<file path="src/rtl/alu_arb_pkg.sv">
// Shared constants for the EX-stage ALU arbiter: ALU op codes and default width.
// The external ALU decode uses the same op-code constants.
package alu_arb_pkg;

  localparam int unsigned XLEN_DEFAULT = 32;
  localparam int unsigned OP_W         = 4;

  localparam logic [OP_W-1:0] ALU_ADD = 4'd0;
  localparam logic [OP_W-1:0] ALU_SUB = 4'd1;
  localparam logic [OP_W-1:0] ALU_AND = 4'd2;
  localparam logic [OP_W-1:0] ALU_OR  = 4'd3;
  localparam logic [OP_W-1:0] ALU_XOR = 4'd4;

endpackage

</file>
<file path="src/rtl/rr_arbiter.sv">
// Round-robin arbiter: grants the first eligible requester at or above the
// pointer (modulo N); the pointer moves just past the winner when advance is set.
module rr_arbiter #(
  parameter int unsigned N = 2
) (
  input  logic         clk,
  input  logic         rst_n,
  input  logic [N-1:0] eligible,
  input  logic         advance,
  output logic [N-1:0] grant
);

  localparam int unsigned PW = (N > 1) ? $clog2(N) : 1;

  logic [PW-1:0] ptr;
  logic [PW-1:0] pick;
  logic [31:0]   ptr_ext;
  logic [31:0]   scan;
  logic          found;

  assign ptr_ext = 32'(ptr);

  always_comb begin
    grant = '0;
    pick  = '0;
    found = 1'b0;
    scan  = '0;
    for (int unsigned k = 0; k < N; k++) begin
      scan = ptr_ext + k;
      if (scan >= N) scan = scan - N;
      if (!found && eligible[scan[PW-1:0]]) begin
        found                = 1'b1;
        grant[scan[PW-1:0]]  = 1'b1;
        pick                 = scan[PW-1:0];
      end
    end
  end

  always_ff @(posedge clk or negedge rst_n) begin
    if (!rst_n) begin
      ptr <= '0;
    end else if (advance) begin
      ptr <= (32'(pick) == N - 1) ? '0 : pick + 1'b1;
    end
  end

endmodule

</file>
<file path="src/rtl/alu_arbiter.sv">
// Shares one combinational ALU between NREQ requesters with round-robin
// arbitration; each result is held per requester until it is taken.
module alu_arbiter
  import alu_arb_pkg::*;
#(
  parameter int unsigned XLEN = XLEN_DEFAULT,
  parameter int unsigned NREQ = 2
) (
  input  logic                 clk,
  input  logic                 rst_n,
  input  logic [NREQ-1:0]      req_valid,
  output logic [NREQ-1:0]      req_ready,
  input  logic [NREQ*XLEN-1:0] req_a,
  input  logic [NREQ*XLEN-1:0] req_b,
  input  logic [NREQ*4-1:0]    req_op,
  output logic [NREQ-1:0]      rsp_valid,
  input  logic [NREQ-1:0]      rsp_ready,
  output logic [NREQ*XLEN-1:0] rsp_data,
  output logic [XLEN-1:0]      alu_a,
  output logic [XLEN-1:0]      alu_b,
  output logic [3:0]           alu_op,
  output logic                 alu_rs2_imm,
  input  logic [XLEN-1:0]      alu_result
);

  logic [NREQ-1:0] eligible;
  logic [NREQ-1:0] grant;
  logic [NREQ-1:0] fire;

  // A full slot counts as free when it drains this cycle; nothing is granted in reset.
  assign eligible = req_valid & (~rsp_valid | rsp_ready) & {NREQ{rst_n}};
  assign fire      = grant & req_valid;
  assign req_ready = grant;
  assign alu_rs2_imm = 1'b0;

  rr_arbiter #(
    .N(NREQ)
  ) u_rr (
    .clk      (clk),
    .rst_n    (rst_n),
    .eligible (eligible),
    .advance  (|fire),
    .grant    (grant)
  );

  // Grant is one-hot or zero, so an OR-mux gives zeros when idle.
  always_comb begin
    alu_a  = '0;
    alu_b  = '0;
    alu_op = ALU_ADD;
    for (int unsigned i = 0; i < NREQ; i++) begin
      if (grant[i]) begin
        alu_a  = alu_a  | req_a[i*XLEN +: XLEN];
        alu_b  = alu_b  | req_b[i*XLEN +: XLEN];
        alu_op = alu_op | req_op[i*4 +: 4];
      end
    end
  end

  always_ff @(posedge clk or negedge rst_n) begin
    if (!rst_n) begin
      rsp_valid <= '0;
      rsp_data  <= '0;
    end else begin
      for (int unsigned i = 0; i < NREQ; i++) begin
        if (fire[i]) begin
          rsp_valid[i]               <= 1'b1;
          rsp_data[i*XLEN +: XLEN]   <= alu_result;
        end else if (rsp_ready[i]) begin
          rsp_valid[i] <= 1'b0;
        end
      end
    end
  end

endmodule

</file>
<file path="config.mk">
export PLATFORM = sky130hd
export DESIGN_NAME = alu_arbiter
export DESIGN_NICKNAME = d
export VERILOG_FILES = /design/src/rtl/alu_arb_pkg.sv /design/src/rtl/rr_arbiter.sv /design/src/rtl/alu_arbiter.sv
export SDC_FILE = /design/constraint.sdc
export NUM_CORES = 1
export LEC_CHECK = 0
export CAP_MARGIN = 20
export CORE_AREA = 2 2 120 122
export CTS_CLUSTER_DIAMETER = 40
export CTS_CLUSTER_SIZE = 10
export DETAILED_ROUTE_END_ITERATION = 7
export DIE_AREA = 0 0 122 124
export PLACE_DENSITY = 0.7
export SYNTH_ARGS = -nofsm -noshare
export SYNTH_HDL_FRONTEND = slang
export SYNTH_SLANG_ARGS = --single-unit
</file>
<file path="constraint.sdc">
create_clock -name clk -period 5.3 [get_ports clk]
set_input_delay 1.06 -clock clk [delete_from_list [all_inputs] [get_ports clk]]
set_output_delay 1.06 -clock clk [all_outputs]
set_load 0.03 [all_outputs]
</file>
==> impl_metrics.json <==
{
  "ant_nets": 0,
  "synthToLayoutAreaGrowth_pct": 94.83,
  "antenna_found_initial": 1,
  "cts_setup_buffers": 0,
  "start_util_pct": 27.36,
  "wirelength_um": 16000,
  "io_pins": 311,
  "routabilityCongestion": 0.8166,
  "fin_crit_sh_pct": 87.79,
  "tns_ns": 0,
  "drc": 0,
  "swShare_pct": 36.74,
  "fmax_ghz": 0.2149,
  "startpoint": "rsp_ready[0]",
  "layout-drive-gt1-share_pct": 13.56,
  "drtIter0Drc": 192,
  "ys_ff_latch": 67,
  "cp_max_fo": 60,
  "syn_inst": 389,
  "fin_skew_ns": 0.009129,
  "die_area_um2": 15130,
  "dr.pass1.iters": 4,
  "tightest_slew_ns": 0.5560,
  "core_area_um2": 13720,
  "status": "finished clean",
  "crit_required_ns": 4.24,
  "nets": 855,
  "routedWlPerCell_um": 18.45,
  "maxCapViolations": 0,
  "overflow": 0,
  "min_path_type": "flip-flop to flip-flop",
  "min-delay-start": "rsp_data[21]",
  "final_cell_mix": "308 x clkdlybuf4s50_1, 138 x nand2_1, 68 x o22ai_1, 67 x dfrtp_1, 43 x mux2_2",
  "cts_buffers": 9,
  "die_w_um": 122,
  "worst_ep_arrival_time_ns": 3.59,
  "clkPwrFrac_pct": 24.6,
  "grt_pass1_wl_um": 22290,
  "netSwitchingPower_w": 0.0009842,
  "die_h_um": 124,
  "htree_levels": 3,
  "post-place-ws_ns": 0.3955,
  "synth_cell_types": 24,
  "comb_power_share_pct": 47.8,
  "via_per_inst": 4.757,
  "path_class": "primary input to output pin",
  "grt_max_degree": 73,
  "finalMaxSlewViolations": 0,
  "setup_viol": 0,
  "root_buffer": "clkbuf_16",
  "placedCellCount": 849,
  "seq_power_share_pct": 27.6,
  "clk_latency_ns": 0.32,
  "power.density_nw_per_um2": 366.3,
  "yosys_warnings": 0,
  "layout.cells.non_filler": 867,
  "fin_crit_ns": 4.653,
  "p_leak_nw": 2.923,
  "ir_drop_uv": 259.9,
  "grtUsageTotal_pct": 19.22,
  "finalHoldViolCount": 0,
  "synthesis.area_um2": 3754,
  "cts_sinks": 67,
  "vias": 4124,
  "p_int_w": 0.001695,
  "cts.path.max_buffers": 2,
  "ys_seq_area_share_pct": 44.67,
  "fin_hold_ws_ns": 0.5002,
  "mostFrequentLayoutCell": "clkdlybuf4s50_1",
  "syn_nets": 563,
  "crit_path_end_kind": "output pin",
  "synth_area_per_cell_um2": 9.649,
  "num_rows": 43,
  "io_buffers": 309,
  "dp_hpwl_um": 12540,
  "setup_ws_ns": 0.6473,
  "cts.clk_slew.worst_paths_ns": 0.06,
  "fillerInstances": 1242,
  "cts-resized-gates": 0,
  "rsz0062_at_grt": "no",
  "cp-start-kind": "primary input",
  "holdBufCountCts": 0,
  "relSlewSlack_pct": 62.93,
  "cts_tree": "built",
  "grt_pass1_vias": 3968
}
==> flip-flops by register name, summed over array words and instances (netlist names), named ones only <==
signal / count
rsp_data: 64
rsp_valid: 2
==> cell usage after synthesis <==
| cell | instances | area, um2 |
|---|---|---|
| or2b_4 | 1 | 11.26 |
| or2_2 | 2 | 12.51 |
| buf_1 | 2 | 7.510 |
| o311ai_4 | 1 | 26.28 |
| mux2_2 | 43 | 484.2 |
| buf_6 | 6 | 67.56 |
| conb_1 | 1 | 3.750 |
| clkbuf_1 | 19 | 71.32 |
| o21ai_0 | 1 | 5.000 |
| and2b_1 | 1 | 7.510 |
| a211oi_4 | 2 | 40.04 |
| o22ai_1 | 68 | 425.4 |
| o31ai_1 | 1 | 7.510 |
| and2_1 | 1 | 6.260 |
| dfrtp_1 | 67 | 1677 |
| buf_4 | 1 | 7.510 |
| mux2_1 | 3 | 33.78 |
| inv_1 | 1 | 3.750 |
| nor2b_1 | 2 | 12.51 |
| nand2_1 | 138 | 518.0 |
| buf_2 | 8 | 40.04 |
| a211o_1 | 1 | 8.760 |
| mux2_4 | 18 | 270.3 |
| nand2b_1 | 1 | 6.260 |
==> critical path, stage by stage <==
cell	delay [ns]
clkdlybuf4s50_1	0.46
and2b_1	0.26
a211o_2	0.45
buf_12	0.22
o22ai_1	0.33
clkdlybuf4s50_1	0.77
==> cell type report <==
| cell class | instances | area, um2 | area share, % |
|---|---|---|---|
| inverter | 1 | 3.754 | 0.05133 |
| sequential | 67 | 1677 | 22.93 |
| clock buffer | 10 | 239.0 | 3.268 |
| tap | 180 | 225.2 | 3.080 |
| timing repair buffer | 317 | 3192 | 43.64 |
| clock inverter | 6 | 93.84 | 1.283 |
| multi-input combinational | 285 | 1881 | 25.71 |
| antenna | 1 | 2.502 | 0.03422 |
==> power by group through the flow <==
stage / clock (W) / combinational (W) / sequential (W)
6_report: 0.000660 / 0.00128 / 0.000738
5_1_grt: 0.000695 / 0.00134 / 0.000756
4_1_cts: 0.000674 / 0.00128 / 0.000741
3_5_place_dp: 0 / 0.00128 / 0.000742
3_3_place_gp: 0 / 0.00127 / 0.000735
2_1_floorplan: 0 / 0.000403 / 0.00102
==> path summary, 6_finish.rpt <==
check                      slack [ns]            to  cells past startpoint
setup / recovery                 0.65     alu_b[31]                      6
hold / removal                   0.50  rsp_data[21]                      1
setup reg to reg                 3.31  rsp_data[14]                      4
hold reg to reg                  0.50  rsp_data[21]                      1
max in group asynchronous        3.87  rsp_data[33]                      2
min in group asynchronous        0.68  rsp_data[17]                      1
==> through the flow <==
stage	instance area [um2]	utilization [%]	power [W]
floorplan	3754	-	0.001422
global placement	6958	50.72	0.002004
detailed placement	6958	50.72	0.002024
CTS	7291	53.14	0.002699
global route	7313	53.31	0.002790
finish	7313	53.31	0.002679
==> metal layers <==
layer  wire length (um)  global-route usage (%)  share of wire [%]
met1               5820                   21.52                 36
met3               1306                   4.853                8.2
met4                394                   6.681                2.5
met2               8473                   35.41                 53
met5                  0                       0                  0
==> cells by family after synthesis <==
kind of cell / Yosys count / share of synthesized area, %
AO/OA/AOI/OAI: 74 / 13.67
buffers and inverters: 37 / 5.267
flip-flops: 67 / 44.67
multiplexers: 64 / 21.00
other: 1 / 0.09990
AND/OR/NAND/NOR: 146 / 15.30
No activity file was read; power rests on OpenSTA's default activity.
